File: config.mk
export PLATFORM = sky130hd
export DESIGN_NAME = hanoi_move_sequencer
export DESIGN_NICKNAME = d
export VERILOG_FILES = /design/src/rtl/hanoi_pkg.sv /design/src/rtl/hanoi_ternary_counter.sv /design/src/rtl/hanoi_move_sequencer.sv
export SDC_FILE = /design/constraint.sdc
export NUM_CORES = 1
export LEC_CHECK = 0
export ABC_AREA = 1
export CORE_MARGIN = 8
export CORE_UTILIZATION = 53
export CTS_CLUSTER_SIZE = 16
export DETAILED_ROUTE_END_ITERATION = 10
export GPL_TIMING_DRIVEN = 1
export PLACE_DENSITY = 0.89
export SLEW_MARGIN = 20
export SYNTH_ARGS = -nofsm -noshare
export SYNTH_HDL_FRONTEND = slang
export SYNTH_SLANG_ARGS = --single-unit
export TNS_END_PERCENT = 20
File: constraint.sdc
create_clock -name clk -period 2.05 [get_ports clk]
set_input_delay 0.41 -clock clk [delete_from_list [all_inputs] [get_ports clk]]
set_output_delay 0.41 -clock clk [all_outputs]
set_load 0.02 [all_outputs]
File: src/rtl/hanoi_pkg.sv
// Shared types for the linear (adjacent-only) Tower of Hanoi move sequencer.
package hanoi_pkg;

    typedef logic [1:0] rod_t;

    // Rod encoding parked on from_rod/to_rod when no move is offered.
    localparam rod_t IDLE_ROD = 2'd3;

    typedef enum logic [1:0] {
        IDLE = 2'd0,
        RUN  = 2'd1,
        DONE = 2'd2
    } seq_state_e;

    // Travel direction of a disk along the line of rods.
    typedef enum logic {
        DIR_UP   = 1'b0,   // towards rod 2
        DIR_DOWN = 1'b1    // towards rod 0
    } dir_t;

    // Neighbouring rod in the given direction.
    function automatic rod_t step_rod(rod_t r, dir_t d);
        return (d == DIR_UP) ? rod_t'(r + 2'd1) : rod_t'(r - 2'd1);
    endfunction

endpackage

File: src/rtl/hanoi_ternary_counter.sv
// N-digit ternary counter. Each increment bumps the lowest digit that is not
// yet 2 and clears the 2s below it; that digit index names the disk to move.
module hanoi_ternary_counter #(
    parameter  int N     = 3,
    localparam int IDX_W = (N > 1) ? $clog2(N) : 1
) (
    input  logic             clk,
    input  logic             rst,
    input  logic             inc,
    input  logic             clr,
    output logic [IDX_W-1:0] lowest,
    output logic             all_twos
);

    logic [1:0] digit [N];

    // Locate the lowest digit that can still be incremented.
    always_comb begin
        // NOTE: every comb output gets a default first so no path infers a latch.
        lowest   = '0;
        all_twos = 1'b1;
        for (int i = N - 1; i >= 0; i--) begin
            if (digit[i] != 2'd2) begin
                lowest   = IDX_W'(i);
                all_twos = 1'b0;
            end
        end
    end

    // Digit update: clear on reset/restart, otherwise reflected increment.
    always_ff @(posedge clk) begin
        if (rst || clr) begin
            for (int i = 0; i < N; i++) digit[i] <= 2'd0;
        end else if (inc && !all_twos) begin
            for (int i = 0; i < N; i++) begin
                if (IDX_W'(i) < lowest)       digit[i] <= 2'd0;
                else if (IDX_W'(i) == lowest) digit[i] <= digit[i] + 2'd1;
            end
        end
    end

endmodule

File: src/rtl/hanoi_move_sequencer.sv
// Offers the 3^N-1 adjacent-only moves that carry N disks from rod 0 to rod 2,
// one move per accepted valid/ready handshake.
module hanoi_move_sequencer
    import hanoi_pkg::*;
#(
    parameter  int NUMBER_OF_DISKS = 3,
    parameter  int NUMBER_OF_RODS  = 3,
    localparam int RODS_LOG2       = $clog2(NUMBER_OF_RODS),
    localparam int DISKS_LOG2      = $clog2(NUMBER_OF_DISKS + 1),
    localparam int TOTAL_MOVES     = 3 ** NUMBER_OF_DISKS - 1,
    localparam int MOVE_W          = $clog2(TOTAL_MOVES + 1)
) (
    input  logic                  clk,
    input  logic                  rst,
    input  logic                  start,
    input  logic                  move_ready,
    output logic                  move_valid,
    output logic [RODS_LOG2-1:0]  from_rod,
    output logic [RODS_LOG2-1:0]  to_rod,
    output logic [DISKS_LOG2-1:0] disk_id,
    output logic [MOVE_W-1:0]     move_count,
    output logic                  busy,
    output logic                  done
);

    localparam int IDX_W = (NUMBER_OF_DISKS > 1) ? $clog2(NUMBER_OF_DISKS) : 1;

    if (NUMBER_OF_RODS != 3) begin : g_bad_rods
        $error("hanoi_move_sequencer: the linear solution needs exactly 3 rods");
    end
    if (NUMBER_OF_DISKS < 1 || NUMBER_OF_DISKS > 8) begin : g_bad_disks
        $error("hanoi_move_sequencer: NUMBER_OF_DISKS must be 1..8");
    end

    seq_state_e        state, state_next;
    rod_t              pos [NUMBER_OF_DISKS];
    dir_t              dir [NUMBER_OF_DISKS];
    logic [IDX_W-1:0]  sel;
    logic              all_twos;
    rod_t              cur_pos, nxt_pos;
    dir_t              cur_dir;
    logic              init, accept, last;

    hanoi_ternary_counter #(.N(NUMBER_OF_DISKS)) u_tern (
        .clk      (clk),
        .rst      (rst),
        .inc      (accept),
        .clr      (init),
        .lowest   (sel),
        .all_twos (all_twos)
    );

    // Position and direction of the disk chosen by the ternary counter.
    always_comb begin
        cur_pos = '0;
        cur_dir = DIR_UP;
        for (int d = 0; d < NUMBER_OF_DISKS; d++) begin
            if (IDX_W'(d) == sel) begin
                cur_pos = pos[d];
                cur_dir = dir[d];
            end
        end
        nxt_pos = step_rod(cur_pos, cur_dir);
    end

    assign accept = move_valid && move_ready;
    assign last   = (move_count == MOVE_W'(TOTAL_MOVES - 1));

    // FSM next state and all outputs; outputs depend on registered state only.
    always_comb begin
        state_next = state;
        init       = 1'b0;
        move_valid = 1'b0;
        from_rod   = IDLE_ROD;
        to_rod     = IDLE_ROD;
        disk_id    = '0;
        busy       = 1'b0;
        done       = 1'b0;
        case (state)
            IDLE: begin
                if (start) begin
                    init       = 1'b1;
                    state_next = RUN;
                end
            end
            RUN: begin
                move_valid = 1'b1;
                busy       = 1'b1;
                from_rod   = cur_pos;
                to_rod     = nxt_pos;
                disk_id    = DISKS_LOG2'(sel) + DISKS_LOG2'(1);
                // all_twos only guards against a counter that has run out early.
                if ((move_ready && last) || all_twos) state_next = DONE;
            end
            DONE: begin
                done = 1'b1;
                if (start) begin
                    init       = 1'b1;
                    state_next = RUN;
                end
            end
            default: state_next = IDLE;
        endcase
    end

    // FSM state register.
    always_ff @(posedge clk) begin
        // NOTE: sequential state uses <= so every register samples pre-edge values.
        if (rst) state <= IDLE;
        else     state <= state_next;
    end

    // Disk positions, directions and accepted-move count.
    always_ff @(posedge clk) begin
        if (rst || init) begin
            // NOTE: pos/dir are reset too, so they never carry X into a run.
            for (int d = 0; d < NUMBER_OF_DISKS; d++) begin
                pos[d] <= 2'd0;
                dir[d] <= DIR_UP;
            end
            move_count <= '0;
        end else if (accept) begin
            for (int d = 0; d < NUMBER_OF_DISKS; d++) begin
                if (IDX_W'(d) == sel) begin
                    pos[d] <= nxt_pos;
                    // A disk bounces off the end rods.
                    if (nxt_pos == 2'd0 || nxt_pos == 2'd2)
                        dir[d] <= (dir[d] == DIR_UP) ? DIR_DOWN : DIR_UP;
                end
            end
            move_count <= move_count + MOVE_W'(1);
        end
    end

endmodule

* Word level (Yosys, flattened, before mapping) *
Memory sizes are Yosys's and may differ from the RTL's.
Index checks and enable logic that the tools add are counted.
Widths: inputs -> output; s select.

storage, ports and cells
  flip-flop bits (word level) = 7
  bits in writable memories = 15
  bits of input ports = 4
  output and inout bits = 14
  word-level logic and storage cells = 139
  memories = 3

memories
  memory        words  bits a word  read ports  clocked after Yosys merged registers in  wr ports  line                         text
  pos           3      2            3           0                                        3         hanoi_move_sequencer.sv:36   rod_t pos [NUMBER_OF_DISKS];
  u_tern.digit  3      2            3           0                                        3         hanoi_ternary_counter.sv:15  logic [1:0] digit [N];
  dir           3      1            3           0                                        3         hanoi_move_sequencer.sv:37   dir_t dir [NUMBER_OF_DISKS];

cells by class
  add/sub/neg operators = 7
  magnitude comparators = 3
  equality and inequality tests = 11
  multiplexer cells = 89
  bitwise gates (word level) = 12
  reduce and logical (&&, ||, !) cells = 12

operators with widths
  kind                 number
  $mux 1               67
  $mux 2               21
  $or 1x1->1           12
  $add 2x1->2 const B  5
  $ne 2x2->1 const B   4
  $logic_not 2->1      3
  $add 5x1->5 const B  1
  $eq 5x5->1 const B   1
  $eq 2x2->1 const B   2
  $lt 1x2->1 const A   2
  $pmux 2 s2           1
  $logic_and 1x1->1    3
  $logic_or 1x1->1     3
  $eq 1x2->1 const A   1
  $eq 2x1->1 const B   1
  $eq 2x2->1 const A   1
  $lt 2x2->1 const A   1
  $ne 2x1->1 const B   1
  $reduce_and 2->1     1
  $reduce_or 2->1      1
  $sub 2x1->2 const B  1
  $logic_not 1->1      1

* Logic depth before layout (Yosys ltp) *
Gate-level depths: netlist of the first run.

  depth after elaboration = 18
  gate-level depth with buffers = 11
  mapped depth without buffers = 11

* By module *
From an unflattened synthesis of the first run, not the netlist that was laid out.

second synthesis, totals
  cells, all modules = 158
  area total of the unflattened synthesis = 1317.5 um2

by module, submodules not included
  module                 instances  cells each  area each (um2)  sequential area each (um2)
  hanoi_move_sequencer   1          123         968.4            410.4
  hanoi_ternary_counter  1          35          349.1            180.2

* Worst setup path after synthesis of the first run *
Ideal clock, no wire load.

  kind = reg2out
  start point = memory u_tern.digit[1][0]
  end point = output to_rod[1]
  arrival = 1438 ps
  data required time = 1640 ps
  slack = 202 ps
  cell stages (with the launch flop) = 9
  path buffers = 0
  path through = edfxtp_1 > inv_1 > ha_1 > nand3_1 > or2_1 > nand3_2 > nand3_1 > nand2_1 > nand2_1

RTL lines
  what                line                         text
  start: declaration  hanoi_ternary_counter.sv:15
  end: declaration    hanoi_move_sequencer.sv:19   output logic [RODS_LOG2-1:0] to_rod,

==> run summary, run 1 <==
Number of port buffers - 17
YS warnings - 0
Leak - 0.826 nW
Drt wl/cell - 13.9 µm
RSZ-0062 raised after global routing - true
Hpwl dp - 2.28 mm
Setup TNS - -0.986 ns
Post-layout min period - 2.29 ns
PD cells - 570 mW/mm²
Vias in the first global route - 1262
Area share of the largest cell type after synthesis - 34.4%
Synth Net Count - 175
CP max stage delay - 0.43 ns
CTS tree - yes
DRC viols - 0
Most frequent cell after synthesis - nand2_1
Initial DRC count - 69
Synth area leader - edfxtp_1
Clock skew - 0.00544 ns
Clock share of power - 22.7%
Worst Hold Slack - 0.510 ns
Switching share of power - 28.9%
Clock sinks - 22
Crit. End Element - primary output
Most used cell, CP - nand2_2
Initial antenna violation count - 0
Seq cells post-synth - 22
DRT antenna net count - 0
Arr. time, crit path - 1.88 ns
Final Util - 75.8%
Deepest clock path buffer count - 2
Worst vdd ir - 0.404 mV
CTS root buffer - clkbuf_4
Drt total wl - 3.33 mm
CTS H-tree lvls - 1
Setup WS pre-CTS - -0.432 ns
HP Class - reg2reg
Die width - 65.7 µm
GRT overflow - 0
CP top delay family - simple AND/OR/NAND/NOR gates
Boundary pin count - 18
Syn avg cell area - 7.88 µm²
Crit path cell chain - inv_2 > ha_4 > nand2_4 > nor2_4 > nand2_2 > nand3_2 > nand3_1 > nand2_2 > nand2_2 > buf_6
CP bufs+invs - 2
Worst setup SP type - flip-flop
Global Route Usage Sum - 15.1%
Core region area - 0.00241 mm²
Row count - 18
Largest net degree at the start of global routing - 15
Initial core utilization - 54.3%
Clock slew at reported path FFs - 0.12 ns
Die Footprint - 0.00432 mm²
P_sw - 301 µW
Total number of vias - 1226
Die Y - 65.7 µm
Final setup viols - 6
Req. time, crit path - 1.64 ns
CTS buffer count - 3
Layout cells sized above 1 - 33.3%
Worst-Margin Slew - 0.380 ns
Clk_lat worst skew - 0.30 ns
Finished Layout Cells - 240
Placed instance count - 227
Sequential Power Share - 49.7%
Drt pass-1 iters - 4
Commonest cells post-synth - nand2_1 (41), inv_1 (30), nor2_1 (16), edfxtp_1 (15), nand3_1 (12)
Achievable Freq - 0.437 GHz
Fin. Hold Viols - 0
Mapped Area - 0.00131 mm²
Max_cap viols - 0
Max-slew headroom - 74.4%
Mapped Cells - 166
First-pass GRT wire length - 5.17 mm
Setup Crit Path Kind - reg2out
Period utilization - 112%
Worst setup margin - -0.236 ns
Placer's final routability congestion estimate - 0.895
Layout Nets - 220
Failing checks - setup timing
Int Power - 740 µW
Syn-to-layout area delta - 39.6%
Combinational Power Share - 27.6%
Critical-path maximum fanout - 7
Number of flops mapped to enable cells by yosys - 15
Unique cell type count in the Yosys netlist - 23
Final Slew Violations - 0
Synth Flop Type - edfxtp_1
Largest cells by area after synthesis - edfxtp_1 (34%), nand2_1 (12%), dfxtp_1 (11%)
Diodes inserted - 0
Outcome - complete, but fails checks
Seq/Total Area, Yosys - 45.1%
Post-synth ARST share - 0%
Vias/cell - 5.11
Worst-path cell with the longest stage delay - edfxtp_1
==> layout by cell type, fill, tap and decap left out, types with 6 or more instances in the layout <==
| cell | Yosys | layout |
|---|---|---|
| a21oi_1 | 6 | 6 |
| buf_4 | 2 | 23 |
| buf_6 | 0 | 8 |
| clkdlybuf4s50_1 | 0 | 9 |
| dfxtp_1 | 7 | 7 |
| edfxtp_1 | 15 | 15 |
| inv_1 | 30 | 26 |
| nand2_1 | 41 | 31 |
| nand2_2 | 3 | 11 |
| nand3_1 | 12 | 10 |
| nor2_1 | 16 | 15 |
| o21ai_0 | 8 | 8 |
==> timing repair <==
action                                  CTS  global route
hold buffers                              0             0
endpoints found under the setup margin    8            11
buffers inserted                          5             4
pin swaps                                14            11
resized for setup                        48            16
==> path summary, 6_finish.rpt <==
kind                                       to  slack [ns]  depth (start not counted)                from
worst max-delay path                to_rod[1]       -0.24                         10  u_tern.digit[0][0]
worst min-delay path            move_count[0]        0.51                          2       move_count[0]
worst max register to register      pos[0][1]        0.11                          9  u_tern.digit[1][0]
worst min register to register  move_count[0]        0.51                          2       move_count[0]
==> metal layers <==
metal	routed length (µm)	up-vias	track usage, %
met5	0	-	0
met4	48	0	5.72
met3	201	8	3.06
met2	1740	39	29.6
met1	1340	566	15.0
li1	-	613	-
==> per-stage QoR <==
step	total power [mW]	cell area (µm²)
6_report	1.04	1830
4_1_cts	1.00	1750
5_1_grt	1.08	1830
3_3_place_gp	0.740	1620
3_5_place_dp	0.749	1620
2_1_floorplan	0.649	1310
==> final cells by class <==
type | count | area [µm²]
clock buffers | 4 | 36.3
fillers | 170 | 583
inverters | 32 | 123
multi-input cells | 109 | 658
flip-flops and latches | 22 | 591
well taps | 30 | 37.5
repair buffers | 43 | 382
==> tightest hold or removal path: stages (launching register included) <==
cell and delay, ns:
dfxtp_1 0.37, inv_1 0.06, a21oi_1 0.05
==> kinds of logic after synthesis <==
family | share of synthesized area [%]
buf+inv | 10.9
compound gates | 6.02
fa+ha+maj | 4.78
simple gates | 33.2
flops | 45.1
==> power by group through the flow <==
stage               registers (mW)  clock network, mW  logic, mW
global route                 0.520              0.248      0.307
global placement             0.522                  0      0.218
finish                       0.517              0.237      0.287
floorplan                    0.521                  0      0.128
detailed placement           0.524                  0      0.225
CTS                          0.516              0.232      0.252
==> sequential cells by signal (all words and copies together), names as in the netlist <==
signal,count
pos,6
dir,3
u_tern.digit,6
state,2
move_count,5
Note: power is estimated with default switching activity, not from simulation.
==> run 2, diff against run 1 <==
--- a/config.mk
+++ b/config.mk
@@ -9,7 +9,8 @@
 export CORE_MARGIN = 8
-export CORE_UTILIZATION = 53
+export CORE_UTILIZATION = 56
 export CTS_CLUSTER_SIZE = 16
 export DETAILED_ROUTE_END_ITERATION = 10
+export DONT_BUFFER_PORTS = 1
 export GPL_TIMING_DRIVEN = 1
-export PLACE_DENSITY = 0.89
+export PLACE_DENSITY = 0.82
 export SLEW_MARGIN = 20
--- a/constraint.sdc
+++ b/constraint.sdc
@@ -3,2 +3,2 @@
 set_output_delay 0.41 -clock clk [all_outputs]
-set_load 0.02 [all_outputs]
+set_load 0.05 [all_outputs]
==> run 2 against run 1 <==
The flow still finishes with violations (setup timing). Die area decreased by 4.1%. Sequential cell count unchanged. Utilization grew 2.9 points. Cell count down 5.8%. Total power increased by 0.65%. Non-clock buffer count is 12 lower. Largest cell class unchanged. Critical path depth is 1 higher. Via count rose by 0.82%. Worst setup slack got worse by 0.052 ns. Routed wire length up 6.5%. Worst hold slack got worse by 0.37 ns. Global-route usage rose by 0.83 points.
==> run summary, run 2 (same netlist as run 1, synthesis figures left out) <==
Outcome - complete, but fails checks (unchanged)
Failing checks - setup timing (unchanged)
Clk_lat worst skew - 0.31 ns (was 0.30 ns)
Max_cap viols - 0 (unchanged)
Initial core utilization - 59.2% (was 54.3%)
HP Class - in2reg (was reg2reg)
Layout cells sized above 1 - 37.4% (was 33.3%)
Worst setup margin - -0.288 ns (was -0.236 ns)
DRC viols - 0 (unchanged)
Total number of vias - 1236 (was 1226)
Most Crowded Layer GR - met2 (unchanged)
Req. time, crit path - 1.64 ns (about the same)
Met2 usage - 29.1% (was 29.6%)
First-pass GRT wire length - 5.40 mm (was 5.17 mm)
Worst reg2reg path startpoint - u_tern.digit[1][0] (unchanged)
Setup Crit Path Kind - reg2out (unchanged)
Clock skew - 0.00909 ns (was 0.00544 ns)
Final setup viols - 5 (was 6)
Setup WS pre-CTS - -0.127 ns (was -0.432 ns)
Clock slew at reported path FFs - 0.13 ns (was 0.12 ns)
Layout Nets - 208 (was 220)
GRT overflow - 0 (unchanged)
Drt total wl - 3.54 mm (was 3.33 mm)
Hold Path Cell Cnt - 1 (was 2)
RSZ-0062 raised after global routing - true (unchanged)
Met1 GRT Util - 17.8% (was 15.0%)
Vias in the first global route - 1228 (was 1262)
Placer's final routability congestion estimate - 0.860 (was 0.895)
Number of port buffers - 0 (was 17)
Syn-to-layout area delta - 33.0% (was 39.6%)
Drt pass-1 iters - 4 (unchanged)
Deepest clock path buffer count - 2 (unchanged)
Hpwl dp - 2.25 mm (was 2.28 mm)
Period utilization - 114% (was 112%)
Total power - 1.05 mW (was 1.04 mW)
Core region area - 0.00221 mm² (was 0.00241 mm²)
Final Slew Violations - 0 (unchanged)
Diodes inserted - 0 (unchanged)
Largest net degree at the start of global routing - 15 (unchanged)
Global Route Usage Sum - 16.0% (was 15.1%)
Boundary pin count - 18 (unchanged)
Worst-Margin Slew - 0.629 ns (was 0.380 ns)
PD cells - 602 mW/mm² (was 570 mW/mm²)
Clock sinks - 22 (unchanged)
Top flop regs - pos x6, u_tern.digit x6, move_count x5 (unchanged)
Most frequent cells in the layout - nand2_1 (27), inv_1 (25), buf_4 (22) (was nand2_1 (31), inv_1 (26), buf_4 (23))
Leak - 0.776 nW (was 0.826 nW)
Critical Path Source - u_tern.digit[1][1] (was u_tern.digit[0][0])
Reg2Reg Depth - 14 (was 9)
Die width - 64.3 µm (was 65.7 µm)
Hold buffer count at CTS - 0 (unchanged)
HP Start - rst (was move_count[0])
Max-slew headroom - 58.0% (was 74.4%)
CTS buffer count - 3 (unchanged)
Row count - 17 (was 18)
DRT antenna net count - 0 (unchanged)
Drt wl/cell - 15.7 µm (was 13.9 µm)
CTS H-tree lvls - 1 (unchanged)
Initial antenna violation count - 0 (unchanged)
Die Y - 64.3 µm (was 65.7 µm)
Crit. End Element - primary output (unchanged)
Fin. Hold Viols - 0 (unchanged)
Worst vdd ir - 0.548 mV (was 0.404 mV)
Post-layout min period - 2.34 ns (was 2.29 ns)
Initial DRC count - 38 (was 69)
Arr. time, crit path - 1.93 ns (was 1.88 ns)
Worst setup SP type - flip-flop (unchanged)
Critical-path maximum fanout - 7 (unchanged)
CTS root buffer - clkbuf_4 (unchanged)
Die Footprint - 0.00414 mm² (was 0.00432 mm²)
Commonest non-fill, non-tap cell in the layout - nand2_1 (unchanged)
CTS tree - yes (unchanged)
Achievable Freq - 0.428 GHz (was 0.437 GHz)
Vias/cell - 5.47 (was 5.11)
Met3 Usage GRT - 3.14% (was 3.06%)
[run 2: changes by cell type in the layout (fill, tap and decap cells not counted), moves of 2 or more]
cell,previous run,this run
nand2_2,11,16
buf_12,0,2
nand2_1,31,27
dlygate4sd2_1,2,0
clkdlybuf4s50_1,9,0
[run 2: worst paths after layout]
kind	endpoint	slack, ns
setup / recovery	to_rod[1]	-0.29
hold / removal	state[0]	0.14
setup reg to reg	pos[0][1]	0.07
hold reg to reg	move_count[0]	0.52
[run 2: worst max-delay path: stages, from the launching register on]
cell	delay [ns]
edfxtp_1	0.45
ha_4	0.21
nand2_4	0.08
nor2_4	0.04
buf_12	0.13
nor2_4	0.14
nand2_2	0.07
nand3_2	0.11
nand3_2	0.09
nand2_2	0.07
nand2_2	0.05
buf_6	0.15
[run 2: metrics by stage]
| step | utilization, % | hold slack [ns] | area [µm²] | setup TNS (ns) | std cells |
|---|---|---|---|---|---|
| finish | 78.7 | 0.143 | 1740 | -0.946 | 226 |
| global route | 78.7 | 0.144 | 1740 | -1.29 | 226 |
| CTS | 73.7 | 0.161 | 1630 | -0.877 | 219 |
| detailed placement | 65.5 | 0.490 | 1450 | -0.173 | 206 |
| global placement | 65.5 | 0.481 | 1450 | -0.0522 | 206 |
| floorplan | - | 0.479 | 1310 | 0 | 166 |
[run 2: metal layers]
layer  share of wire [%]  routed length [µm]  vias to the layer above
met1                  39                1370                      581
met5                   0                   0                        -
li1                    -                   -                      592
met2                  51                1810                       48
met3                 6.4                 225                       15
met4                 3.8                 134                        0
[run 2: power by group]
| group | internal (mW) | switching (mW) | total (mW) |
|---|---|---|---|
| logic | 0.127 | 0.194 | 0.321 |
| clock network | 0.0712 | 0.137 | 0.208 |
| registers | 0.500 | 0.0184 | 0.518 |
[run 2: what timing repair did]
action,CTS,global route
setup endpoints to repair,5,8
setup buffers,9,7
pin swaps,9,10
resized for setup,24,16
[run 2: area by class of cell]
class                      instances  area (µm²)
clock buffer                       3        22.5
clock inverter                     1        3.75
fill                             150         472
inverter                          32         124
multi-input combinational        109         681
sequential                        22         591
tap                               28        35.0
timing repair buffer              31         284
==> run 3, diff against run 2 <==
SETUP_SLACK_MARGIN = 0.3   (was unset)
==> run 3 against run 2 <==
Sequential share of layout area is 1.9 points higher. Combinational power is 14% lower. Worst setup slack better by 0.062 ns. The flow still finishes with violations (setup timing). Total power is 5.0% lower. Non-clock buffer count is 10 lower. Routed wire length is 17% lower. Count of clock-buffer cells in the layout is 1 higher. Cell count is 4.4% lower. Clock power is 2% lower. Fmax is 2.7% higher. Largest power group unchanged.
==> run summary, run 3 (same netlist as run 1, synthesis figures left out) <==
Outcome - complete, but fails checks (unchanged)
Failing checks - setup timing (unchanged)
CP bufs+invs - 1 (was 2)
Drt wl/cell - 13.6 µm (was 15.7 µm)
First-pass GRT wire length - 4.60 mm (was 5.40 mm)
Final Slew Violations - 0 (unchanged)
Total power - 995 µW (was 1.05 mW)
Critical-path maximum fanout - 5 (was 7)
Final setup viols - 5 (unchanged)
Worst Hold End - state[1] (was state[0])
Finished Layout Cells - 216 (was 226)
Die Footprint - 0.00414 mm² (unchanged)
DRC viols - 0 (unchanged)
PD cells - 603 mW/mm² (was 602 mW/mm²)
Hpwl dp - 2.06 mm (was 2.25 mm)
Core region area - 0.00221 mm² (unchanged)
Worst vdd ir - 0.529 mV (was 0.548 mV)
Reg2Reg Depth - 12 (was 14)
Layout cells sized above 1 - 31.9% (was 37.4%)
DRT antenna net count - 0 (unchanged)
CTS H-tree lvls - 1 (unchanged)
Drt pass-1 iters - 4 (unchanged)
Fin. Hold Viols - 0 (unchanged)
Layout Nets - 198 (was 208)
Top flop regs - pos x6, u_tern.digit x6, move_count x5 (unchanged)
Worst setup SP type - flip-flop (unchanged)
Drt total wl - 2.95 mm (was 3.54 mm)
Crit path cell chain - ha_1 > inv_1 > nand3_2 > or2_4 > nand3_4 > nand3_2 > nand2_2 > nand2_4 (was ha_4 > nand2_4 > nor2_4 > buf_12 > nor2_4 > nand2_2 > nand3_2 > nand3_2 > nand2_2 > nand2_2 > buf_6)
CP top delay family - simple AND/OR/NAND/NOR gates (unchanged)
Syn-to-layout area delta - 26.1% (was 33.0%)
CTS root buffer - clkbuf_4 (unchanged)
Flop2flop setup slack - 0.12 ns (was 0.07 ns)
Vias/cell - 5.49 (was 5.47)
Crit. End Element - primary output (unchanged)
Worst-Margin Slew - 0.609 ns (was 0.629 ns)
Total number of vias - 1185 (was 1236)
Boundary pin count - 18 (unchanged)
Placer's final routability congestion estimate - 0.857 (was 0.860)
Initial core utilization - 59.2% (unchanged)
Final Util - 74.6% (was 78.7%)
Clock slew at reported path FFs - 0.11 ns (was 0.13 ns)
Row count - 17 (unchanged)
Diodes inserted - 0 (unchanged)
Arr. time, crit path - 1.87 ns (was 1.93 ns)
HP Start - rst (unchanged)
Die width - 64.3 µm (unchanged)
Max_cap viols - 0 (unchanged)
Number of port buffers - 0 (unchanged)
HP Class - in2reg (unchanged)
Most used cell, CP - nand3_2 (was nand2_2)
Largest net degree at the start of global routing - 15 (unchanged)
Commonest non-fill, non-tap cell in the layout - nand2_1 (unchanged)
Worst-path cell with the longest stage delay - edfxtp_1 (unchanged)
Hold buffer count at CTS - 0 (unchanged)
Post-layout min period - 2.28 ns (was 2.34 ns)
Reg-to-Reg End - dir[0][1] (was pos[0][1])
Initial DRC count - 57 (was 38)
Clk_lat worst skew - 0.31 ns (about the same)
Initial antenna violation count - 0 (unchanged)
GRT overflow - 0 (unchanged)
Max-slew headroom - 59.4% (was 58.0%)
Die Y - 64.3 µm (unchanged)
Most frequent cells in the layout - nand2_1 (30), inv_1 (26), edfxtp_1 (15), buf_4 (15), nor2_1 (14) (was nand2_1 (27), inv_1 (25), buf_4 (22))
Worst reg2reg path startpoint - u_tern.digit[0][0] (was u_tern.digit[1][0])
Leak - 0.730 nW (was 0.776 nW)
Placed instance count - 203 (was 206)
Achievable Freq - 0.439 GHz (was 0.428 GHz)
Period utilization - 111% (was 114%)
Deepest clock path buffer count - 2 (unchanged)
CTS tree - yes (unchanged)
Global Route Usage Sum - 13.7% (was 16.0%)
Clock sinks - 22 (unchanged)
CTS buffer count - 3 (unchanged)
RSZ-0062 raised after global routing - true (unchanged)
Hold Path Cell Cnt - 1 (unchanged)
Vias in the first global route - 1065 (was 1228)
Clock skew - 0.000858 ns (was 0.00909 ns)
CP max stage delay - 0.41 ns (was 0.45 ns)
Setup Crit Path Kind - reg2out (unchanged)
Worst setup margin - -0.226 ns (was -0.288 ns)
Req. time, crit path - 1.64 ns (about the same)
-- run 3: how the worst max path moves through the flow --
stage | from | endpoint | slack (ns) | cells after the start
2_1_floorplan | u_tern.digit[1][0] | to_rod[0] | 0.16 | 8
3_3_place_gp | u_tern.digit[1][0] | to_rod[1] | -0.02 | 11
3_5_place_dp | u_tern.digit[1][0] | to_rod[1] | -0.04 | 11
4_1_cts | u_tern.digit[1][0] | to_rod[1] | -0.18 | 10
5_1_grt | u_tern.digit[2][0] | to_rod[1] | -0.31 | 9
6_report | u_tern.digit[2][1] | to_rod[1] | -0.23 | 8
-- run 3: layout make-up --
| class | count | area [µm²] |
|---|---|---|
| Clock buffer | 4 | 26.3 |
| Inverter | 32 | 123 |
| Sequential cell | 22 | 591 |
| Timing Repair Buffer | 21 | 193 |
| Tap cell | 28 | 35.0 |
| Multi-Input combinational cell | 109 | 683 |
| Fill cell | 169 | 562 |
-- run 3: metrics by stage --
| stage | TNS, ns | area [µm²] | setup slack [ns] | hold WS [ns] |
|---|---|---|---|---|
| 4_1_cts | -0.585 | 1590 | -0.180 | 0.159 |
| 6_report | -0.674 | 1650 | -0.226 | 0.152 |
| 3_5_place_dp | -0.0447 | 1440 | -0.0447 | 0.488 |
| 5_1_grt | -1.10 | 1650 | -0.314 | 0.142 |
| 3_3_place_gp | -0.0204 | 1440 | -0.0204 | 0.481 |
| 2_1_floorplan | 0 | 1320 | 0.162 | 0.479 |
-- run 3: power by group --
group | switching, mW | total [mW] | internal, mW
Clock | 0.128 | 0.204 | 0.0762
Sequential | 0.0166 | 0.516 | 0.499
Combinational | 0.178 | 0.275 | 0.0972
-- run 3: per-layer routing --
layer	vias to the layer above	global-route usage (%)	routed length [µm]
li1	576	-	-
met3	9	3.31	229
met2	51	22.1	1420
met4	0	8.45	85
met1	549	16.1	1220
met5	-	0	0
-- run 3: repair_timing --
| action | CTS | global route |
|---|---|---|
| gates resized for setup | 23 | 10 |
| setup endpoints to repair | 16 | 19 |
| pin swaps | 7 | 11 |
| cloned | 0 | 0 |
| setup buffers | 6 | 3 |
